$ cat src/rtl/teclado_pkg.sv
// teclado_pkg: shared types and key map for the matrix keypad scanner.
//   state_e      - debounce FSM states
//   scan_res_e   - classification of one complete 4x4 scan
//   key_kind_e   - what an accepted key does (data, guardar, finalizar)
//   key_info_t   - {kind, 4-bit code} returned by map_key()
//   map_key()    - translates a (row, col) position into key_info_t
package teclado_pkg;

    typedef enum logic [1:0] {
        StIdle,
        StConfirm,
        StEmit,
        StRelease
    } state_e;

    typedef enum logic [1:0] {
        ResNone,
        ResKey,
        ResMulti
    } scan_res_e;

    typedef enum logic [1:0] {
        KindData,
        KindGuardar,
        KindFinalizar
    } key_kind_e;

    typedef struct packed {
        key_kind_e  kind;
        logic [3:0] code;
    } key_info_t;

    localparam logic [3:0] KeyCodeA = 4'd10;
    localparam logic [3:0] KeyCodeB = 4'd11;
    localparam logic [3:0] KeyCodeC = 4'd12;
    localparam logic [3:0] KeyCodeD = 4'd13;

    // Layout: r0 = 1 2 3 A, r1 = 4 5 6 B, r2 = 7 8 9 C, r3 = * 0 # D
    function automatic key_info_t map_key(input logic [1:0] row, input logic [1:0] col);
        key_info_t info;
        info.kind = KindData;
        info.code = 4'd0;
        case ({row, col})
            4'h0: info.code = 4'd1;
            4'h1: info.code = 4'd2;
            4'h2: info.code = 4'd3;
            4'h3: info.code = KeyCodeA;
            4'h4: info.code = 4'd4;
            4'h5: info.code = 4'd5;
            4'h6: info.code = 4'd6;
            4'h7: info.code = KeyCodeB;
            4'h8: info.code = 4'd7;
            4'h9: info.code = 4'd8;
            4'hA: info.code = 4'd9;
            4'hB: info.code = KeyCodeC;
            4'hC: info.kind = KindGuardar;
            4'hD: info.code = 4'd0;
            4'hE: info.kind = KindFinalizar;
            default: info.code = KeyCodeD;
        endcase
        return info;
    endfunction

endpackage

$ cat src/rtl/teclado_matricial_if.sv
// teclado_matricial_if: keypad pins plus the operator-input strobes.
//   fila      - keypad rows, active-low, asynchronous
//   columna   - keypad column drive, active-low, one-cold
//   entrada   - code of the last accepted data key
//   push      - one-cycle strobe, data key accepted
//   guardar   - one-cycle strobe, '*' accepted
//   finalizar - one-cycle strobe, '#' accepted
// master: the scanner; slave: the keypad/consumer side.
interface teclado_matricial_if;

    logic [3:0] fila;
    logic [3:0] columna;
    logic [3:0] entrada;
    logic       push;
    logic       guardar;
    logic       finalizar;

    modport master (
        input  fila,
        output columna,
        output entrada,
        output push,
        output guardar,
        output finalizar
    );

    modport slave (
        output fila,
        input  columna,
        input  entrada,
        input  push,
        input  guardar,
        input  finalizar
    );

endinterface

$ cat src/rtl/sincronizador_2ff.sv
// sincronizador_2ff: two-flop synchronizer for asynchronous level inputs.
//   clk  - destination clock
//   rst  - asynchronous active-low reset, loads RESET_VALUE
//   din  - asynchronous input
//   dout - synchronized output, two clocks behind din
module sincronizador_2ff #(
    parameter int unsigned      WIDTH       = 4,
    parameter logic [WIDTH-1:0] RESET_VALUE = '0
) (
    input  logic             clk,
    input  logic             rst,
    input  logic [WIDTH-1:0] din,
    output logic [WIDTH-1:0] dout
);

    logic [WIDTH-1:0] meta_q;
    logic [WIDTH-1:0] sync_q;

    always_ff @(posedge clk or negedge rst) begin
        if (!rst) begin
            meta_q <= RESET_VALUE;
            sync_q <= RESET_VALUE;
        end else begin
            meta_q <= din;
            sync_q <= meta_q;
        end
    end

    assign dout = sync_q;

endmodule

$ cat src/rtl/teclado_matricial.sv
// teclado_matricial: 4x4 matrix keypad scanner with debounce.
//   clk - system clock
//   rst - asynchronous active-low reset
//   kp  - keypad/strobe interface (master): drives columna, samples fila,
//         produces entrada plus single-cycle push/guardar/finalizar strobes.
// Each column is driven for SCAN_CYCLES clocks and its rows sampled on the last
// one; after column 3 the full scan is classified and fed to the debounce FSM.
module teclado_matricial
    import teclado_pkg::*;
#(
    parameter int unsigned SCAN_CYCLES    = 1000,
    parameter int unsigned DEBOUNCE_SCANS = 4
) (
    input logic                 clk,
    input logic                 rst,
    teclado_matricial_if.master kp
);

    localparam int unsigned DwellW = (SCAN_CYCLES > 1) ? $clog2(SCAN_CYCLES) : 1;
    // One extra state so the counter can actually hold DEBOUNCE_SCANS.
    localparam int unsigned CntW   = $clog2(DEBOUNCE_SCANS + 1);
    localparam logic [DwellW-1:0] DwellLast = DwellW'(SCAN_CYCLES - 1);
    localparam logic [CntW-1:0]   CntTarget = CntW'(DEBOUNCE_SCANS);
    localparam logic [CntW-1:0]   CntOne    = CntW'(1);

    // ---------------- row synchronizer ----------------
    logic [3:0] fila_sync;

    // Rows idle high, so reset to "nothing pressed".
    sincronizador_2ff #(
        .WIDTH       (4),
        .RESET_VALUE (4'hF)
    ) u_sync (
        .clk  (clk),
        .rst  (rst),
        .din  (kp.fila),
        .dout (fila_sync)
    );

    // ---------------- column scanner ----------------
    logic [DwellW-1:0] dwell_q;
    logic [1:0]        col_q;
    logic              sample;
    logic              scan_done;

    assign sample    = (dwell_q == DwellLast);
    assign scan_done = sample && (col_q == 2'd3);

    always_ff @(posedge clk or negedge rst) begin
        if (!rst) begin
            dwell_q <= '0;
            col_q   <= 2'd0;
        end else if (sample) begin
            dwell_q <= '0;
            col_q   <= col_q + 2'd1;
        end else begin
            dwell_q <= dwell_q + DwellW'(1);
        end
    end

    assign kp.columna = ~(4'b0001 << col_q);

    // ---------------- scan accumulation and decode ----------------
    // Bit {row, col} set means that key was seen pressed in the current scan.
    logic [15:0] acc_q;
    logic [15:0] acc_d;
    logic [4:0]  n_pressed;
    logic [3:0]  key_idx;
    scan_res_e   result;

    always_comb begin
        acc_d = acc_q;
        if (sample) begin
            for (int r = 0; r < 4; r++) begin
                acc_d[{2'(r), col_q}] = ~fila_sync[r];
            end
        end
    end

    always_ff @(posedge clk or negedge rst) begin
        if (!rst) begin
            acc_q <= '0;
        end else begin
            acc_q <= acc_d;
        end
    end

    // acc_d already includes column 3 on the scan_done cycle.
    always_comb begin
        n_pressed = 5'd0;
        key_idx   = 4'd0;
        for (int i = 0; i < 16; i++) begin
            if (acc_d[i]) begin
                n_pressed = n_pressed + 5'd1;
                key_idx   = 4'(i);
            end
        end
        if (n_pressed == 5'd0) begin
            result = ResNone;
        end else if (n_pressed == 5'd1) begin
            result = ResKey;
        end else begin
            result = ResMulti;
        end
    end

    // ---------------- debounce FSM ----------------
    state_e          state_q, state_d;
    logic [CntW-1:0] cnt_q, cnt_d;
    logic [CntW-1:0] cnt_inc;
    logic [3:0]      cand_q, cand_d;
    logic [3:0]      entrada_q, entrada_d;
    logic            push_q, push_d;
    logic            guardar_q, guardar_d;
    logic            finalizar_q, finalizar_d;
    logic            goto_emit;
    key_info_t       kinfo;

    assign cnt_inc = cnt_q + CntOne;

    always_comb begin
        state_d     = state_q;
        cnt_d       = cnt_q;
        cand_d      = cand_q;
        entrada_d   = entrada_q;
        push_d      = 1'b0;
        guardar_d   = 1'b0;
        finalizar_d = 1'b0;
        goto_emit   = 1'b0;

        unique case (state_q)
            StIdle: begin
                if (scan_done && (result == ResKey)) begin
                    cand_d = key_idx;
                    cnt_d  = CntOne;
                    if (CntOne == CntTarget) begin
                        goto_emit = 1'b1;
                    end else begin
                        state_d = StConfirm;
                    end
                end
            end
            StConfirm: begin
                if (scan_done) begin
                    if (result == ResKey) begin
                        if (key_idx == cand_q) begin
                            cnt_d = cnt_inc;
                            if (cnt_inc == CntTarget) begin
                                goto_emit = 1'b1;
                            end
                        end else begin
                            cand_d = key_idx;
                            cnt_d  = CntOne;
                        end
                    end else begin
                        state_d = StIdle;
                        cnt_d   = '0;
                    end
                end
            end
            StEmit: begin
                state_d = StRelease;
                cnt_d   = '0;
            end
            StRelease: begin
                if (scan_done) begin
                    if (result == ResNone) begin
                        cnt_d = cnt_inc;
                        if (cnt_inc == CntTarget) begin
                            state_d = StIdle;
                            cnt_d   = '0;
                        end
                    end else begin
                        cnt_d = '0;
                    end
                end
            end
            default: begin
                state_d = StIdle;
                cnt_d   = '0;
            end
        endcase

        // Strobes are registered so they coincide with the EMIT cycle.
        kinfo = map_key(cand_d[3:2], cand_d[1:0]);
        if (goto_emit) begin
            state_d = StEmit;
            case (kinfo.kind)
                KindData: begin
                    push_d    = 1'b1;
                    entrada_d = kinfo.code;
                end
                KindGuardar:   guardar_d   = 1'b1;
                KindFinalizar: finalizar_d = 1'b1;
                default:       push_d      = 1'b0;
            endcase
        end
    end

    always_ff @(posedge clk or negedge rst) begin
        if (!rst) begin
            state_q     <= StIdle;
            cnt_q       <= '0;
            cand_q      <= 4'd0;
            entrada_q   <= 4'd0;
            push_q      <= 1'b0;
            guardar_q   <= 1'b0;
            finalizar_q <= 1'b0;
        end else begin
            state_q     <= state_d;
            cnt_q       <= cnt_d;
            cand_q      <= cand_d;
            entrada_q   <= entrada_d;
            push_q      <= push_d;
            guardar_q   <= guardar_d;
            finalizar_q <= finalizar_d;
        end
    end

    assign kp.entrada   = entrada_q;
    assign kp.push      = push_q;
    assign kp.guardar   = guardar_q;
    assign kp.finalizar = finalizar_q;

endmodule

$ cat src/flat_wrapper.sv
// flat-port wrapper written by rule: the top's interface ports become plain ports
module teclado_matricial_flat import teclado_pkg::*;
#(
    parameter int unsigned SCAN_CYCLES    = 1000,
    parameter int unsigned DEBOUNCE_SCANS = 4
)
  (clk, rst, kp_fila, kp_columna, kp_entrada, kp_push, kp_guardar, kp_finalizar);
  teclado_matricial_if kp_i ();
  input logic clk;
  input logic rst;
  input wire logic [$bits(kp_i.fila)-1:0] kp_fila;
  output wire logic [$bits(kp_i.columna)-1:0] kp_columna;
  output wire logic [$bits(kp_i.entrada)-1:0] kp_entrada;
  output wire logic [$bits(kp_i.push)-1:0] kp_push;
  output wire logic [$bits(kp_i.guardar)-1:0] kp_guardar;
  output wire logic [$bits(kp_i.finalizar)-1:0] kp_finalizar;
  assign kp_i.fila = kp_fila;
  assign kp_columna = kp_i.columna;
  assign kp_entrada = kp_i.entrada;
  assign kp_push = kp_i.push;
  assign kp_guardar = kp_i.guardar;
  assign kp_finalizar = kp_i.finalizar;
  teclado_matricial #(.SCAN_CYCLES(SCAN_CYCLES), .DEBOUNCE_SCANS(DEBOUNCE_SCANS)) u_core (.clk(clk), .rst(rst), .kp(kp_i));
endmodule
$ cat config.mk
export PLATFORM = sky130hd
export DESIGN_NAME = teclado_matricial_flat
export DESIGN_NICKNAME = d
export VERILOG_FILES = /design/src/rtl/teclado_pkg.sv /design/src/rtl/teclado_matricial_if.sv /design/src/rtl/sincronizador_2ff.sv /design/src/rtl/teclado_matricial.sv /design/src/flat_wrapper.sv
export SDC_FILE = /design/constraint.sdc
export NUM_CORES = 1
export LEC_CHECK = 0
export CORE_MARGIN = 1
export CORE_UTILIZATION = 57
export DETAILED_ROUTE_END_ITERATION = 8
export PLACE_DENSITY = 0.75
export SKIP_CTS_REPAIR_TIMING = 1
export SLEW_MARGIN = 25
export SYNTH_ARGS = -nofsm -noshare
export SYNTH_HDL_FRONTEND = slang
export SYNTH_SLANG_ARGS = --single-unit
$ cat constraint.sdc
create_clock -name clk -period 25.7 [get_ports clk]
set_input_delay 2.57 -clock clk [delete_from_list [all_inputs] [get_ports clk]]
set_output_delay 2.57 -clock clk [all_outputs]
set_load 0.005 [all_outputs]
==> impl_metrics.env, run 1 <==
export IMPL_status="finished clean"
export IMPL_synth_fp_nets=545
export IMPL_vias=3800
export IMPL_fmax_mhz=76.6
export IMPL_drive_gt1_share_pct=11.0
export IMPL_clk_latency_ns=0.30
export IMPL_p_per_area_nw_per_um2=27.3
export IMPL_drt_total_wl_mm=9.65
export IMPL_ys_types=85
export IMPL_rows=32
export IMPL_netlist_instances=518
export IMPL_fill_cells=633
export IMPL_tightest_slew_ns=0.811
export IMPL_clk_pin_slew_ns=0.10
export IMPL_synth_top_area_share_pct=24.2
export IMPL_first_pass_iters=5
export IMPL_numCtsBuffers=5
export IMPL_grt_pass1_vias=3642
export IMPL_slowest_stage="or3_1"
export IMPL_rsz0062_at_grt="false"
export IMPL_crit_path_max_incr_delay_ns=0.57
export IMPL_path_class="reg -> reg"
export IMPL_r2r_setup_slack_ns=12.64
export IMPL_m1WireLength_mm=4.67
export IMPL_final_cells=637
export IMPL_grt_start_max_net_pins=53
export IMPL_antenna_found_initial=0
export IMPL_period_share_pct=50.8
export IMPL_chipWidth_um=91.4
export IMPL_grt_overflow=0
export IMPL_worstPathMaxFanout=6
export IMPL_port_buffers=16
export IMPL_ir_worst_vdd_mv=0.0322
export IMPL_synth_edf_count=0
export IMPL_cts_max_level=2
export IMPL_wl_met2_mm=4.59
export IMPL_slew_headroom_pct=44.4
export IMPL_track_usage_pct=24.4
export IMPL_setup_viol=0
export IMPL_antennaDiodeCount=0
export IMPL_period_needed_ns=13.06
export IMPL_fin_area_um2=4900
export IMPL_yosys_warnings=0
export IMPL_synth_top_cell_by_area="dfrtp_1"
export IMPL_ys_ff_latch=52
export IMPL_cpMostUsedCell="ha_1"
export IMPL_seq_area_um2=1310
export IMPL_cts_buffer_depth=2
export IMPL_hold_violations=0
export IMPL_critPathArrivalTime_ns=13.31
export IMPL_final_setup_tns_ns=0
export IMPL_tritoncts="done"
export IMPL_drtIter0Drc=227
export IMPL_dp_cells=629
export IMPL_gp_congestion=0.898
export IMPL_cp_required_ns=25.95
export IMPL_yosys_top_cells_area="dfrtp_1, ha_1, nand2_1"
export IMPL_area_growth_pct=7.67
export IMPL_root_buffer="clkbuf_8"
export IMPL_multi_input_area_um2=3050
export IMPL_avgSynthCellArea_um2=8.78
export IMPL_async_reset_ff_share_pct=100
export IMPL_p_leak_nw=2.34
export IMPL_power_total_uw=134
export IMPL_grt_pass1_wl_mm=16.7
export IMPL_cp_end_kind="flop"
export IMPL_setup_worst_path_start_class="flop"
export IMPL_start_util_pct=58.9
export IMPL_wl_per_cell_um=15.1
export IMPL_synthFlopType="dfrtp_1"
export IMPL_route_detailed_drc=0
export IMPL_die_area_um2=8340
export IMPL_vias_per_cell=5.97
export IMPL_clock_sinks=52
export IMPL_die_h_um=91.4
export IMPL_top_layer="met4"
export IMPL_fin_skew_ns=0.0100
export IMPL_hp_class="reg -> reg"
export IMPL_maxSlewViolCount=0
export IMPL_cap_violations=0
export IMPL_core_area_um2=7730
export IMPL_place_area_um2=4810
export IMPL_syn_cell_area_um2=4550
export IMPL_hpwl_mm=7.46
export IMPL_ioPinCount=17
export IMPL_met3_length_um=338
export IMPL_fin_nets=561
export IMPL_drtAntennaViolNets=0
export IMPL_seq_area_frac_synth_pct=28.8
-- flip-flops by register name, summed over array words and instances (netlist names) --
register and cells:
u_core.kp.entrada 4, u_core.acc_q 16, u_core.kp.finalizar 1, u_core.kp.push 1
u_core.state_q 2, u_core.kp.guardar 1, u_core.cnt_q 3, u_core.u_sync.dout 4
u_core.cand_q 4, u_core.dwell_q 10, u_core.col_q 2, u_core.u_sync.meta_q 4
-- cell families after synthesis --
family | count (synthesis) | synth area share, %
AO/OA/AOI/OAI | 119 | 18.2
XOR/XNOR | 47 | 13.9
adder cells (fa/ha/maj) | 21 | 5.77
buffers and inverters | 48 | 4.07
flip-flops | 52 | 28.8
multiplexers | 17 | 4.18
AND/OR/NAND/NOR | 214 | 25.0
-- worst max-delay path, delay by kind of cell, from the launching register on --
family                   cells  cell delay [ns]
adder cells (fa/ha/maj)     15             4.40
AND/OR/NAND/NOR             23             4.08
AO/OA/AOI/OAI               17             2.73
multiplexers                 3             0.95
buffers and inverters        4             0.45
flip-flops                   1             0.40
-- layout make-up --
cell class,instances,area share (%)
Multi-Input combinational cell,418,62.3
Sequential cell,52,26.8
Timing Repair Buffer,18,3.47
Inverter,39,2.99
Tap cell,102,2.60
Clock buffer,5,1.40
Clock inverter,3,0.434
-- Yosys cell counts, drive strengths merged (4+ instances only) --
master and instances:
nand2 57, nor2 51, dfrtp 44, inv 34, o21ai 31, xnor2 27, a21oi 23, ha 21
nand3 20, mux2i 14, nor3 13, xor2 12, nand4 11, and2 9, a211oi 8, dfstp 8
nor2b 8, nor4 8, o21a 8, and3 6, nand2b 6, a31oi 5, clkbuf 5, clkinv 5
o31a 5, or2 5, xnor3 5, buf 4, o211ai 4, or3 4
-- cell usage in the layout, fill, tap and decap left out, drive strengths merged, types with 6 or more instances in the layout --
cell type,count
mux2i,14
nand2b,6
nand3,20
nor2b,8
clkinv,6
and2,9
nor3,13
dfstp,8
nand2,57
nand4,11
nor2,51
o21a,8
nor4,8
and3,6
a21oi,23
inv,35
o21ai,31
xnor2,27
clkdlybuf4s50,15
dfrtp,44
xor2,12
ha,21
a211oi,8
-- where the power goes --
part / switching [mW] / internal (mW) / total [mW]
Combinational: 0.00182 / 0.000787 / 0.00261
Sequential: 0.000537 / 0.0829 / 0.0835
Clock: 0.0282 / 0.0194 / 0.0476
Total: 0.0306 / 0.103 / 0.134
-- through the flow --
stage | hold slack, ns | util (%) | worst slack, ns
3_5_place_dp | 0.347 | 62.2 | 12.71
5_1_grt | 0.359 | 63.4 | 11.65
4_1_cts | 0.357 | 63.4 | 12.67
3_3_place_gp | 0.346 | 62.2 | 13.00
6_report | 0.354 | 63.4 | 12.64
2_1_floorplan | 0.345 | - | 14.06
-- path summary, 6_finish.rpt --
kind | endpoint | from | depth (start not counted)
max in group asynchronous | u_core.cand_q[0] | rst | 2
min in group asynchronous | u_core.dwell_q[1] | rst | 2
hold / removal | u_core.u_sync.dout[2] | u_core.u_sync.meta_q[2] | 0
setup / recovery | u_core.kp.entrada[2] | u_core.dwell_q[0] | 62
hold reg to reg | u_core.u_sync.dout[2] | u_core.u_sync.meta_q[2] | 0
setup reg to reg | u_core.kp.entrada[2] | u_core.dwell_q[0] | 62
-- routing by layer --
| metal | GRT usage (%) | vias to the layer above |
|---|---|---|
| met5 | 0 | - |
| met4 | 4.63 | 0 |
| met3 | 2.09 | 7 |
| met2 | 41.4 | 97 |
| met1 | 34.2 | 1805 |
| li1 | - | 1891 |
(Power assumes the default switching activity.)
==> run 2, diff against run 1 <==
Settings changed: CORE_UTILIZATION 57 to 56, PLACE_DENSITY 0.75 to 0.77.
Clock period 25.7 ns to 11.05 ns, I/O delays scaled along.
==> impl_metrics.env, run 2 (same netlist as run 1, synthesis figures left out) <==
export IMPL_antennaDiodeCount=0
export IMPL_cpMostUsedCell="ha_4"
export IMPL_fin_area_um2=5900
export IMPL_antenna_found_initial=0
export IMPL_p_leak_nw=2.78
export IMPL_grt_overflow=0
export IMPL_grt_start_max_net_pins=53
export IMPL_drt_total_wl_mm=11.6
export IMPL_clock_sinks=52
export IMPL_core_area_um2=7810
export IMPL_hpwl_mm=8.36
export IMPL_chipWidth_um=92.1
export IMPL_drtIter0Drc=200
export IMPL_place_area_um2=5420
export IMPL_power_total_uw=312
export IMPL_slowest_stage="or4b_4"
export IMPL_numCtsBuffers=5
export IMPL_period_share_pct=98.6
export IMPL_mostFrequentLayoutCell="buf_4"
export IMPL_area_growth_pct=29.7
export IMPL_drtAntennaViolNets=0
export IMPL_grt_pass1_wl_mm=18.5
export IMPL_setup_worst_path_start_class="flop"
export IMPL_crit_path_max_incr_delay_ns=0.47
export IMPL_die_area_um2=8490
export IMPL_tritoncts="done"
export IMPL_root_buffer="clkbuf_8"
export IMPL_rows=32
export IMPL_final_cell_mix="buf_4, nand2_1, nor2_1, dfrtp_1, inv_1"
export IMPL_status="finished clean"
export IMPL_gp_congestion=0.879
export IMPL_setup_viol=0
export IMPL_clk_pin_slew_ns=0.10
export IMPL_tightest_slew_ns=0.854
export IMPL_ir_worst_vdd_mv=0.0560
export IMPL_wl_met2_mm=5.84
export IMPL_vias=4246
export IMPL_top_register="u_core.acc_q"
export IMPL_clk_latency_ns=0.31
export IMPL_fin_nets=643
export IMPL_cts_max_level=2
export IMPL_path_class="reg -> reg"
export IMPL_r2r_setup_slack_ns=0.16
export IMPL_m1WireLength_mm=5.12
export IMPL_slew_headroom_pct=41.4
export IMPL_wl_per_cell_um=16.2
export IMPL_top_regs="u_core.acc_q x16, u_core.dwell_q x10"
export IMPL_fmax_mhz=91.8
export IMPL_ioPinCount=17
export IMPL_track_usage_pct=26.8
export IMPL_start_util_pct=58.3
export IMPL_cap_violations=0
export IMPL_final_setup_tns_ns=0
export IMPL_period_needed_ns=10.89
export IMPL_top_layer="met4"
export IMPL_route_detailed_drc=0
export IMPL_maxSlewViolCount=0
export IMPL_hp_class="reg -> reg"
export IMPL_critPathArrivalTime_ns=11.10
export IMPL_hold_violations=0
export IMPL_fin_skew_ns=0.00725
export IMPL_grt_pass1_vias=4096
export IMPL_cp_end_kind="flop"
export IMPL_cts_buffer_depth=2
export IMPL_die_h_um=92.1
export IMPL_vias_per_cell=5.91
export IMPL_p_per_area_nw_per_um2=52.8
export IMPL_met3_length_um=448
export IMPL_worstPathMaxFanout=6
export IMPL_rsz0062_at_grt="true"
export IMPL_largest_register_ffs=16
export IMPL_first_pass_iters=4
export IMPL_drive_gt1_share_pct=32.1
export IMPL_port_buffers=16
export IMPL_cp_required_ns=11.26
-- run 2: changes by cell type in the layout (fill, tap and decap cells not counted), moves of 7 or more --
cell     previous run  this run
buf_4               2        84
nand2_1            57        47
nand2_2             0         7
ha_4                0        11
ha_1               21         9
nor2_1             51        44
-- run 2: area by class of cell --
cell class / instances / area [um2]
Timing Repair Buffer: 100 / 786
Multi-Input combinational cell: 418 / 3440
Tap cell: 102 / 128
Sequential cell: 52 / 1310
Clock inverter: 2 / 16.3
Inverter: 39 / 148
Clock buffer: 6 / 72.6
Fill cell: 577 / 1910
-- run 2: worst max-delay path, delay by kind of cell, from the launching register on --
family	cells	cell delay [ns]
AO/OA/AOI/OAI	17	2.47
adder cells (fa/ha/maj)	14	3.38
buffers and inverters	6	0.51
flip-flops	1	0.40
multiplexers	3	0.90
AND/OR/NAND/NOR	21	3.11
-- run 2: layer usage --
metal,vias to the layer above,track usage [%]
met5,-,0
met4,0,8.98
met3,22,3.65
met2,93,46.3
met1,2075,34.6
li1,2056,-
-- run 2: per-stage QoR --
step                setup WS (ns)  utilization [%]  instances  hold slack (ns)
floorplan                  -0.111                -        518            0.345
global placement          -0.0332             69.5        693            0.345
detailed placement         -0.351             69.5        693            0.347
CTS                        -0.461             70.6        701            0.362
global route               -0.325             75.6        719            0.363
finish                      0.157             75.6        719            0.360
-- run 2: final timing paths --
check	from	end	depth (start not counted)
worst max-delay path	u_core.col_q[0]	u_core.kp.entrada[2]	61
worst min-delay path	u_core.u_sync.meta_q[3]	u_core.u_sync.dout[3]	0
worst max register to register	u_core.col_q[0]	u_core.kp.entrada[2]	61
worst min register to register	u_core.u_sync.meta_q[3]	u_core.u_sync.dout[3]	0
max in group asynchronous	rst	u_core.dwell_q[4]	2
min in group asynchronous	rst	u_core.kp.entrada[3]	2
-- run 2: report_power, final --
group          switching (mW)  internal, mW  leakage, nW  total [mW]
registers             0.00133         0.193        0.684       0.194
clock network          0.0660        0.0452       0.0414       0.111
logic                 0.00436       0.00185         2.05     0.00621
==> run 3, diff against run 2 <==
Settings changed: GPL_TIMING_DRIVEN set to 0.
==> impl_metrics.env, run 3 (same netlist as run 1, synthesis figures left out) <==
export IMPL_dp_cells=636
export IMPL_chipWidth_um=92.1
export IMPL_top_regs="u_core.acc_q x16, u_core.dwell_q x10"
export IMPL_setup_worst_path_start_class="flop"
export IMPL_die_h_um=92.1
export IMPL_start_util_pct=58.3
export IMPL_core_area_um2=7810
export IMPL_grt_overflow=0
export IMPL_route_detailed_drc=0
export IMPL_cp_end_kind="flop"
export IMPL_track_usage_pct=25.1
export IMPL_ir_worst_vdd_mv=0.0798
export IMPL_grt_pass1_vias=3716
export IMPL_fmax_mhz=88.2
export IMPL_r2r_setup_slack_ns=-0.29
export IMPL_maxSlewViolCount=0
export IMPL_fin_nets=613
export IMPL_period_share_pct=103
export IMPL_grt_pass1_wl_mm=17.2
export IMPL_first_pass_iters=7
export IMPL_path_class="reg -> reg"
export IMPL_cp_required_ns=11.28
export IMPL_final_cells=689
export IMPL_cts_buffer_depth=2
export IMPL_final_cell_mix="nand2_1, nor2_1, dfrtp_1, buf_4, inv_1"
export IMPL_path_buf_inv=5
export IMPL_numCtsBuffers=5
export IMPL_period_needed_ns=11.34
export IMPL_port_buffers=16
export IMPL_vias=4214
export IMPL_top_register="u_core.acc_q"
export IMPL_setup_viol=8
export IMPL_crit_path_max_incr_delay_ns=0.48
export IMPL_p_per_area_nw_per_um2=54.2
export IMPL_gp_congestion=0.861
export IMPL_violations="negative setup slack"
export IMPL_critical_path_top_delay_family="adder cells"
export IMPL_cap_violations=0
export IMPL_p_leak_nw=2.69
export IMPL_drt_total_wl_mm=12.0
export IMPL_clk_latency_ns=0.32
export IMPL_clk_pin_slew_ns=0.11
export IMPL_worstPathMaxFanout=6
export IMPL_slowest_stage="or4b_4"
export IMPL_root_buffer="clkbuf_8"
export IMPL_antennaDiodeCount=0
export IMPL_slew_headroom_pct=41.9
export IMPL_fin_skew_ns=0.0194
export IMPL_tightest_slew_ns=0.847
export IMPL_status="finished, violations left"
export IMPL_drive_gt1_share_pct=30.3
export IMPL_hold_violations=0
export IMPL_final_setup_worst_slack_ns=-0.293
export IMPL_drtIter0Drc=288
export IMPL_rsz0062_at_grt="true"
export IMPL_die_area_um2=8490
export IMPL_wl_per_cell_um=17.5
export IMPL_mostFrequentLayoutCell="nand2_1"
export IMPL_cpMostUsedCell="ha_4"
export IMPL_grt_start_max_net_pins=53
export IMPL_cts_max_level=2
export IMPL_hp_class="reg -> reg"
export IMPL_hpwl_mm=7.89
export IMPL_power_total_uw=316
export IMPL_largest_register_ffs=16
export IMPL_vias_per_cell=6.12
export IMPL_tritoncts="done"
export IMPL_drtAntennaViolNets=0
export IMPL_antenna_found_initial=0
export IMPL_critPathArrivalTime_ns=11.57
export IMPL_clock_sinks=52
export IMPL_rows=32
export IMPL_fin_util_pct=74.8
export IMPL_area_growth_pct=28.3
export IMPL_ioPinCount=17
-- run 3: metal layers --
layer,wire [um],share of wire (%),track usage [%]
met2,6230,52,44.2
met4,182,1.5,3.39
met5,0,0,0
met3,385,3.2,3.48
met1,5240,44,33.5
-- run 3: worst paths after layout --
check                                        start  cells past startpoint                    end
hold / removal             u_core.u_sync.meta_q[0]                      0  u_core.u_sync.dout[0]
setup / recovery                   u_core.col_q[0]                     63   u_core.kp.entrada[2]
min in group asynchronous                      rst                      1    u_core.kp.finalizar
setup reg to reg                   u_core.col_q[0]                     63   u_core.kp.entrada[2]
max in group asynchronous                      rst                      1        u_core.acc_q[6]
hold reg to reg            u_core.u_sync.meta_q[0]                      0  u_core.u_sync.dout[0]
-- run 3: report_power, final --
part | leakage, nW | total [mW] | switching [mW] | internal, mW
logic | 1.96 | 0.00620 | 0.00445 | 0.00174
clock network | 0.0456 | 0.116 | 0.0701 | 0.0454
registers | 0.685 | 0.194 | 0.00152 | 0.193
-- run 3: layout make-up --
type | count | area (um2)
clock buffer | 6 | 72.6
tap | 102 | 128
inverter | 39 | 148
fill | 538 | 1970
multi-input combinational | 418 | 3610
timing repair buffer | 61 | 514
clock inverter | 2 | 13.8
sequential | 52 | 1310
buffer | 9 | 45.0
-- run 3: metrics by stage --
step / hold slack (ns) / setup slack [ns] / cell area (um2) / setup TNS, ns
6_report: 0.367 / -0.293 / 5840 / -1.27
3_5_place_dp: 0.351 / -1.37 / 4980 / -17.15
3_3_place_gp: 0.345 / -1.16 / 4980 / -14.04
5_1_grt: 0.371 / -0.686 / 5840 / -5.91
2_1_floorplan: 0.345 / -0.111 / 4690 / -0.230
4_1_cts: 0.366 / -1.41 / 5060 / -17.83
